$ cat src/rtl/uart_pkg.sv
// Shared definitions for the arbitrated UART transmitter.
package uart_pkg;

    // Arbiter frame-control states.
    typedef enum logic [1:0] {
        ST_IDLE  = 2'd0,
        ST_SEND  = 2'd1,
        ST_DRAIN = 2'd2
    } arb_state_e;

    // Start bit + 8 data bits + stop bit.
    localparam int unsigned FRAME_BITS = 10;

    // Clock cycles spent on each serial bit.
    function automatic int unsigned bit_cycles(input int unsigned clock_hz, input int unsigned baud);
        return clock_hz / baud + 1;
    endfunction

endpackage

$ cat src/rtl/uart_tx.sv
// 8N1 serializer: streams a frame while txen is held, restarting from the
// start bit whenever txen has been low. cts is high while a frame is in
// flight and drops during the final stop-bit cycle, so the controller can
// release txen exactly at the end of the stop bit.
module uart_tx
    import uart_pkg::*;
#(
    parameter int unsigned Clock = 50000000,
    parameter int unsigned Baud  = 9600
) (
    input  logic       clock,
    input  logic       reset,
    input  logic       txen,
    input  logic [7:0] data,
    output logic       txd,
    output logic       cts
);

    localparam int unsigned BIT_CYC = bit_cycles(Clock, Baud);
    localparam int unsigned CNT_W   = $clog2(BIT_CYC);
    localparam int unsigned IDX_W   = $clog2(FRAME_BITS);

    logic [CNT_W-1:0] cnt_q, cnt_d;
    logic [IDX_W-1:0] idx_q, idx_d;
    logic             bit_end_c;
    logic             last_c;
    logic [FRAME_BITS-1:0] frame_c;

    assign bit_end_c = (cnt_q == CNT_W'(BIT_CYC - 1));
    assign last_c    = bit_end_c && (idx_q == IDX_W'(FRAME_BITS - 1));
    assign frame_c   = {1'b1, data, 1'b0};

    // Line level and frame-in-flight indication.
    assign txd = txen ? frame_c[idx_q] : 1'b1;
    assign cts = txen & ~last_c;

    // Bit-period and bit-index counters; cleared whenever txen is low.
    always_comb begin
        cnt_d = cnt_q;
        idx_d = idx_q;
        if (!txen) begin
            cnt_d = '0;
            idx_d = '0;
        end else if (bit_end_c) begin
            cnt_d = '0;
            idx_d = last_c ? '0 : idx_q + IDX_W'(1);
        end else begin
            cnt_d = cnt_q + CNT_W'(1);
        end
    end

    // Counter state registers.
    always_ff @(posedge clock or negedge reset) begin
        if (!reset) begin
            cnt_q <= '0;
            idx_q <= '0;
        end else begin
            cnt_q <= cnt_d;
            idx_q <= idx_d;
        end
    end

endmodule

$ cat src/rtl/uart_tx_arbiter.sv
// Round-robin arbiter feeding N byte requesters into one UART serializer.
module uart_tx_arbiter
    import uart_pkg::*;
#(
    parameter int unsigned Clock = 50000000,
    parameter int unsigned Baud  = 9600,
    parameter int unsigned N     = 4
) (
    input  logic                 clock,
    input  logic                 reset,
    input  logic [N-1:0]         req_valid,
    input  logic [8*N-1:0]       req_data,
    output logic [N-1:0]         req_ready,
    output logic                 txd,
    output logic                 busy,
    output logic [$clog2(N)-1:0] grant_id,
    output logic [15:0]          frames_sent
);

    localparam int unsigned GNT_W = $clog2(N);

    arb_state_e       state_q, state_d;
    logic [GNT_W-1:0] ptr_q, ptr_d;
    logic [GNT_W-1:0] grant_q, grant_d;
    logic [7:0]       hold_q, hold_d;
    logic [15:0]      frames_sent_q, frames_sent_d;
    logic             busy_q, busy_d;
    logic             cts_prev_q;
    logic [1:0]       sync_q;

    logic [7:0]       req_bytes [N];
    logic [GNT_W-1:0] cand_c;
    logic [GNT_W-1:0] pick_idx_c;
    logic             pick_found_c;
    logic             accept_c;
    logic             txen_c;
    logic             ser_txd;
    logic             ser_cts;

    // Single serializer shared by all requesters.
    uart_tx #(
        .Clock (Clock),
        .Baud  (Baud)
    ) u_ser (
        .clock (clock),
        .reset (reset),
        .txen  (txen_c),
        .data  (hold_q),
        .txd   (ser_txd),
        .cts   (ser_cts)
    );

    // Split the flat request bus into per-requester bytes.
    always_comb begin
        for (int unsigned i = 0; i < N; i++) begin
            req_bytes[i] = req_data[8*i +: 8];
        end
    end

    // First valid requester at or after ptr, searching cyclically.
    always_comb begin
        cand_c       = '0;
        pick_idx_c   = '0;
        pick_found_c = 1'b0;
        for (int unsigned k = 0; k < N; k++) begin
            cand_c = GNT_W'((32'(ptr_q) + k) % N);
            if (!pick_found_c && req_valid[cand_c]) begin
                pick_found_c = 1'b1;
                pick_idx_c   = cand_c;
            end
        end
    end

    // Acceptance only once reset release has crossed the synchronizer.
    assign accept_c = (state_q == ST_IDLE) && sync_q[1] && pick_found_c;

    // Next-state, handshake and datapath updates.
    always_comb begin
        state_d       = state_q;
        ptr_d         = ptr_q;
        grant_d       = grant_q;
        hold_d        = hold_q;
        frames_sent_d = frames_sent_q;
        req_ready     = '0;
        txen_c        = 1'b0;
        unique case (state_q)
            ST_IDLE: begin
                if (accept_c) begin
                    req_ready[pick_idx_c] = 1'b1;
                    hold_d  = req_bytes[pick_idx_c];
                    grant_d = pick_idx_c;
                    ptr_d   = (pick_idx_c == GNT_W'(N - 1)) ? '0 : pick_idx_c + GNT_W'(1);
                    state_d = ST_SEND;
                end
            end
            ST_SEND: begin
                txen_c = 1'b1;
                if (cts_prev_q && !ser_cts) begin
                    state_d = ST_DRAIN;
                end
            end
            ST_DRAIN: begin
                frames_sent_d = frames_sent_q + 16'd1;
                state_d       = ST_IDLE;
            end
            default: begin
                state_d = ST_IDLE;
            end
        endcase
        busy_d = (state_d != ST_IDLE);
    end

    // State and datapath registers.
    always_ff @(posedge clock or negedge reset) begin
        if (!reset) begin
            state_q       <= ST_IDLE;
            ptr_q         <= '0;
            grant_q       <= '0;
            hold_q        <= '0;
            frames_sent_q <= '0;
            busy_q        <= 1'b0;
            cts_prev_q    <= 1'b0;
        end else begin
            state_q       <= state_d;
            ptr_q         <= ptr_d;
            grant_q       <= grant_d;
            hold_q        <= hold_d;
            frames_sent_q <= frames_sent_d;
            busy_q        <= busy_d;
            cts_prev_q    <= ser_cts;
        end
    end

    // Two-stage reset-release synchronizer gating acceptance.
    always_ff @(posedge clock or negedge reset) begin
        if (!reset) begin
            sync_q <= 2'b00;
        end else begin
            sync_q <= {sync_q[0], 1'b1};
        end
    end

    // Line forced idle outside SEND so reset or drain never glitches a frame.
    assign txd         = (state_q == ST_SEND) ? ser_txd : 1'b1;
    assign busy        = busy_q;
    assign grant_id    = grant_q;
    assign frames_sent = frames_sent_q;

endmodule

$ cat config.mk
export PLATFORM = sky130hd
export DESIGN_NAME = uart_tx_arbiter
export DESIGN_NICKNAME = d
export VERILOG_FILES = /design/src/rtl/uart_pkg.sv /design/src/rtl/uart_tx.sv /design/src/rtl/uart_tx_arbiter.sv
export SDC_FILE = /design/constraint.sdc
export NUM_CORES = 1
export LEC_CHECK = 0
export BUFFER_PORTS_ARGS = -buffer_cell sky130_fd_sc_hd__buf_4
export CAP_MARGIN = 30
export CORE_ASPECT_RATIO = 0.7
export CORE_MARGIN = 1.5
export CORE_UTILIZATION = 30
export CTS_CLUSTER_SIZE = 30
export DETAILED_ROUTE_END_ITERATION = 12
export PLACE_DENSITY = 0.51
export SYNTH_ARGS = -nofsm -noshare
export SYNTH_HDL_FRONTEND = slang
export SYNTH_SLANG_ARGS = --single-unit
$ cat constraint.sdc
create_clock -name clock -period 2.5 [get_ports clock]
set_input_delay 0.25 -clock clock [delete_from_list [all_inputs] [get_ports clock]]
set_output_delay 0.25 -clock clock [all_outputs]
set_load 0.03 [all_outputs]
==> Word level (Yosys, flattened, before mapping) <==
Cells that the tools add are included.
{ "totals": {"regBits": 51, "in_bits": 38, "out_inout_bits": 24, "word_cells": 86} }
{ "op_classes": {"addsub": 7, "n_lt_le_gt_ge": 8, "n_eq_ne": 6, "n_mux": 37, "n_bitwise": 3, "n_reduce_logical": 15} }
{ "op_table": {"columns": ["operator", "n"], "rows": [
  ["$mux W13", 2],
  ["$mux W4", 5],
  ["$add A16 B1 Y16 const B", 1],
  ["$bmux W8 S2", 1],
  ["$mux W8", 2],
  ["$lt A2 B3 Y1 const B", 5],
  ["$mux W2", 7],
  ["$add A13 B1 Y13 const B", 1],
  ["$eq A13 B13 Y1 const B", 1],
  ["$mux W1", 13],
  ["$bmux W1 S2", 4],
  ["$logic_and A1 B1 Y1", 8],
  ["$lt A4 B5 Y1 const B", 1],
  ["$add A2 B1 Y2 const B", 2],
  ["$add A2 B2 Y2 const B", 2],
  ["$add A4 B1 Y4 const B", 1],
  ["$bmux W1 S4", 1],
  ["$eq A2 B2 Y1 const B", 2],
  ["$eq A4 B4 Y1 const B", 1],
  ["$logic_not A1 Y1", 4],
  ["$pmux W2 S2", 1],
  ["$ge A3 B3 Y1 const B", 1],
  ["$not A2 Y3", 1],
  ["$demux W1 S2", 1],
  ["other kinds (8)", 8]
]} }

==> Depth between registers and ports, before layout <==
{ "depth": {"word_depth": 18, "ltp_mapped": 9, "ltp_nobuf": 8} }

==> By module <==
A second synthesis with hierarchy kept.
{ "unflattened": {"cells_unflattened": 253, "hier_area_um2": 2676.3} }
{ "by_module_without_submodules": {"columns": ["module", "instances", "cells_each", "area_per_inst_um2", "seq_area_each_um2"], "rows": [
  ["uart_tx_arbiter", 1, 160, 1697.9, 850.8],
  ["uart_tx", 1, 93, 978.4, 425.4]
]} }

==> Least setup slack after synthesis <==
OpenSTA, ideal clock, no wires.
{ "synth_path": {"path_type": "register to output", "start": "register ptr_q[1]", "end": "output req_ready[3]", "t_arrival_ns": 1.682, "t_required_ns": 2.250, "slack_ns": 0.568, "stages_incl_launch_ff": 9, "path_buffers": 2, "path_cell_list": "dfrtp_1 -> mux2i_1 -> o2bb2ai_1 -> or2_1 -> buf_4 -> buf_6 -> inv_1 -> ha_1 -> and2_1"} }
{ "synth_between": {"elab_chain_len": 18, "elab_cells_between_ends": 33, "cone_classes": "add/sub: 3; order compare: 2; mux: 20; reduce/logical: 8"} }
{ "synth_lines": {"columns": ["item", "line_no", "source"], "rows": [
  ["from (decl)", "uart_tx_arbiter.sv:23", "logic [GNT_W-1:0] ptr_q, ptr_d;"],
  ["from (signal assigned)", "uart_tx_arbiter.sv:125", "ptr_q <= ptr_d;"],
  ["parallel branches: the longest is 11 deep, another holds $add A2 B1 Y2", null, null],
  ["$mux W2 (*)", "uart_tx_arbiter.sv:67", "if (!pick_found_c && req_valid[cand_c]) begin"],
  ["via pick_idx_c[0]", "uart_tx_arbiter.sv:33", "logic [GNT_W-1:0] pick_idx_c;"],
  ["$lt A2 B3 Y1 (implied by the code) or $ge A2 B1 Y1 (tied branches)", "uart_tx_arbiter.sv:89", "req_ready[pick_idx_c] = 1'b1;"],
  ["$logic_and A1 B1 Y1 (implied by the code)", "uart_tx_arbiter.sv:89", null],
  ["$mux W1 (implied by the code)", "uart_tx_arbiter.sv:89", null],
  ["$demux W1 S2 (*)", "uart_tx_arbiter.sv:89", null],
  ["$mux W4 (*)", "uart_tx_arbiter.sv:88", "if (accept_c) begin"],
  ["$mux W4 (*)", "uart_tx_arbiter.sv:86", "unique case (state_q)"],
  ["to (decl)", "uart_tx_arbiter.sv:13", "output logic [N-1:0] req_ready,"]
]} }
Mark *: on every way through the listed nets, which the timed path passes. The select of a mux whose other input is x is not followed.

==> Worst setup path in the final report <==
{ "layout_path": {"start": "register ptr_q[1]", "end": "output req_ready[0]"} }
{ "layout_between": {"elab_chain_len": 18, "elab_cells_between_ends": 33, "cone_classes": "add/sub: 3; order compare: 2; mux: 20; reduce/logical: 8"} }
{ "layout_lines": {"columns": ["item", "line_no"], "rows": [
  ["parallel branches: the longest is 16 deep, another holds $lt A2 B3 Y1", null],
  ["$mux W4 (*)", "uart_tx_arbiter.sv:88"],
  ["$mux W4 (*)", "uart_tx_arbiter.sv:86"]
]} }
Mark *: on every way between the ends. The select of a mux whose other input is x is not followed.

==> results <==
- The filler-free cell count of the finished design is between 400 and 500.
- The worst setup path is captured at an output pin.
- The worst pin sits at a relative slew slack of 0.570.
- During synthesis, Yosys emitted a total of 0 warnings.
- Together, buffers and inverters on the worst path number 2.
- The share of the cycle needed by the critical path after routing is 0.895.
- The quantity of hold-fixing buffers added after cts is 0.
- The number of endpoints failing setup at the final stage is 0.
- The combined global-route utilization of all metal layers is 0.124.
- The critical-path cell with the highest stage delay is dfrtp_1.
- The mapped netlist covers ~2600 um^2.
- Setup repair after global routing left no endpoint under its margin.
- Measured on the finished design, the core utilization comes to 0.394.
- The first global-routing pass estimated ~9 mm of wire.
- The remaining antenna violation count after routing is 0.
- In the final layout, the share of cells above drive strength 1 is 0.243.
- The height of the chip is about 81 um.
- The synthesized instance count is 249.
- After synthesis, the largest family of logic cells by area is simple AND/OR/NAND/NOR gates.
- Of the total power, registers draw 0.399.
- For this run, the post-layout net count is ~360.
- The average detailed-routed wire length per instance is around 12 um.
- After routing, the total negative slack on setup checks comes to 0 ns.
- The TritonCTS buffer count is 5.
- The run finished, with violations left.
- In this run the power spent charging and discharging nets is ~1.0 mW.
- The post-route clock skew is 0.00218 ns.
- The cell area reported after detailed placement is 3180 um^2.
- The synthesized-area fraction occupied by and/or/nand/nor cells is 0.189.
- Dividing the detail-routed via count by the number of cells gives between 4 and 5.
- The checks that failed: hold timing.
- The longest individual stage delay on the worst path is 0.43 ns.
- The most common cell type on the critical path is buf_4.
- At the worst endpoint, the required time is approximately 2.3 ns.
- The number of different library cells in the post-synthesis netlist is 40.
- In this run the static leakage power is about 1.6 nW.
- Counting instances in the post-synthesis netlist gives the leading cell types as 51 x dfrtp_1, 35 x nand2_1, 24 x nor2_1.
- The transition at the pin with the smallest max-transition slack is ~0.64 ns.
- By area the synthesized netlist is led by dfrtp_1 49%, mux2i_1 7.3%, nand2_1 5.1%, xnor2_1 4.7%, xor2_1 4.4%.
- The number of DRC violations after detailed-routing iteration 0 is 66.
- The core region is about 8400 um^2.
- The worst setup slack before clock tree synthesis is 0.541 ns.
- Derived from the worst setup path, the maximum achievable clock frequency is between 400 and 500 MHz.
- The post-synthesis compound-gate area fraction is 0.0732.
- After clock tree synthesis, the setup repair step added 0 buffers.
- Setup slack on the critical path of the routed design comes to 0.263 ns.
- The count of inserted antenna diode cells is 0.
- Final hold analysis gives a worst-case slack of -0.0235 ns.
- The clock passes through at most 2 buffers.
- The clock latency at the later pin of the worst-skew pair is 0.29 ns.
- The design draws roughly 2.8 mW.
- Of the post-synthesis cell area, the dominant cell type holds 0.491.
- The net count of the mapped netlist is just under 300.
- The tightest min-delay check is of the input port to asynchronous set/reset pin type.
- The final layout contains routed wiring with a total length of between 5 and 6 mm.
- The share of the Yosys chip area taken by registers is 0.491.
- After synthesis, the share of flip-flops with an asynchronous set or reset is 1.00.
- The placed wire-length estimate after detailed placement is 3.93 mm.
- The post-cts sizing count is 0.
- Of the post-synthesis cell area, the part taken by muxes is 0.0862.
- The via count is between 1500 and 2000.
- The number of fill cells in the layout is 875.
- In this run the horizontal extent of the chip is roughly 110 um.
- The die covers 9240 um^2.
- The number of antenna violations at the first check in global routing is 0.
- The category of the critical setup timing path is register to output pin.
- In this run the number of H-tree levels came out at 2.
- Entering global routing, the biggest net connects 52 pins.
- The register clock-pin slew on the reported worst setup and hold paths is about 0.070 ns.
- The final-report max-slew violation count was 0.
- For this run, design rule violations remaining after detail routing come to 0.
- For this configuration, the core starts out at a cell density of 0.308.
- STA classifies the critical path startpoint as a register.
- The number of global-route vias before repair is roughly 1800.
- The internal power of the cells is 1.80 mW.
- Of the total synthesized cell area, the portion taken by full adders, half adders and majority gates is 0.0433.
- At the worst endpoint, the arrival time is ~2.0 ns.
- Of the total power, combinational logic draws 0.364.
- Across the run, the number of max-cap violations was 0.
- The switching power as a share of total power is 0.364.
- In this run the core area contains 28 standard-cell rows.
- Among cell families on the critical path, the largest total delay comes from buffers and inverters.
- The number of endpoints with negative hold slack in the final report came to 29.
- The design area is 3320 um^2.
- The critical path goes through mux2i_1 > o2bb2ai_1 > or2_1 > buf_4 > ha_1 > and2_1 > buf_4.
- Counting flops and latches in the post-synthesis netlist gives 51.
- Summed over all layers, the global routing overflow is 0.
- The most numerous cell in the Yosys netlist is dfrtp_1.
- From synthesis to final layout, the design area changed by 27.9%.
- At the end of routability-driven placement, the weighted congestion stood at a little under 0.9.
- The number of primary I/O pins is slightly above 60.
- The predominant post-synthesis flop cell is dfrtp_1.
- The highest fanout seen on the critical path is 17.
- The post-synthesis cell type with the largest combined area is dfrtp_1.
- TritonCTS built the clock tree.
- In this run the power density over the cells is between 800 and 900 nW/um^2.
- Before antenna repair, the detailed router went through 7 iterations.
- Of the total synthesized cell area, the portion taken by XOR and XNOR cells is 0.0910.
- The number of buffers added on ports is roughly 60.
- Including well taps, the total number of placed cells is 425.
- The count of flip-flops with a built-in enable after synthesis is 0.
- Dividing the synthesized area by the synthesized cell count gives 10.4 um^2.
- The worst path needs around 2.2 ns of the cycle, external delays included.
- The largest voltage drop on the vdd net is roughly 290 uV.
- The clock sink count is 51.
- Of the total power, the clock network draws 0.237.
- The CTS root buffer is clkbuf_16.
==> metal layers <==
metal | vias to the layer above | track usage | share of wire
li1 | 977 | - | -
met1 | 907 | 0.193 | 0.55
met2 | 42 | 0.163 | 0.40
met3 | 8 | 0.0351 | 0.050
met4 | 0 | 0.0338 | 0.0092
met5 | - | 0 | 0
==> cell families (layout without fill, tap and decap cells) <==
kind of cell | count (synthesis) | in the layout
simple gates | 102 | 102
xor+xnor | 27 | 27
other cells | 1 | 1
compound gates | 24 | 24
buf+inv | 14 | 78
fa+ha+maj | 9 | 9
flops | 51 | 51
mux | 21 | 21
==> flip-flops by register name (all words and copies together) (netlist names) <==
signal       flops
frames_sent     16
u_ser.cnt_q     13
hold_q           8
u_ser.idx_q      4
grant_id         2
ptr_q            2
state_q          2
sync_q           2
busy             1
cts_prev_q       1
==> area by class of cell <==
type,instances,area (um^2),share of cell area
Inverter,7,26.3,0.00790
Timing Repair Buffer,63,473,0.142
Clock inverter,2,12.5,0.00376
Clock buffer,6,129,0.0388
Sequential cell,51,1280,0.384
Multi-Input combinational cell,184,1260,0.378
Tap cell,120,150,0.0452
==> final timing paths <==
path                                      start                           to  slack [ns]  cells after the start
min in group clock                  req_data[9]        hold_q[1]$_DFFE_PN0P_        0.27                      3
setup / recovery           ptr_q[1]$_DFFE_PN0P_                 req_ready[0]        0.26                      7
hold / removal                            reset   frames_sent[9]$_DFFE_PN0N_       -0.02                      1
hold reg to reg             sync_q[0]$_DFF_PN0_          sync_q[1]$_DFF_PN0_        0.35                      0
setup reg to reg           state_q[1]$_DFF_PN0_  frames_sent[15]$_DFFE_PN0N_        0.51                      5
max in group asynchronous                 reset        hold_q[4]$_DFFE_PN0P_        2.08                      1
==> power groups by stage <==
stage	registers [mW]	logic [mW]	clock network [mW]
after floorplan	1.21	0.642	0
after global placement	1.14	1.04	0
after detailed placement	1.14	1.04	0
after CTS	1.13	1.05	0.690
after global routing	1.16	1.16	0.733
final	1.13	1.03	0.670
==> placed cells by master (no fill, tap or decap), drive strengths merged, types with 3 or more instances in the layout <==
cell | synthesis | routed
nand2b | 3 | 3
nand4 | 6 | 6
a21oi | 5 | 5
dfrtp | 51 | 51
nor2 | 25 | 25
nor2b | 4 | 4
clkbuf | 4 | 6
o221ai | 9 | 9
and2 | 4 | 4
nor3 | 3 | 3
nand2 | 35 | 35
and3 | 6 | 6
nand3 | 10 | 10
xnor2 | 14 | 14
mux2i | 19 | 19
ha | 9 | 9
xor2 | 13 | 13
buf | 3 | 63
inv | 7 | 7
==> worst reg2reg max path, delay by kind of cell (launching register included) <==
kind	cells	cell delay (ns)
flip-flops	1	0.39
AND/OR/NAND/NOR	4	1.34
XOR/XNOR	1	0.15
Power figures use the tool's default switching activity.
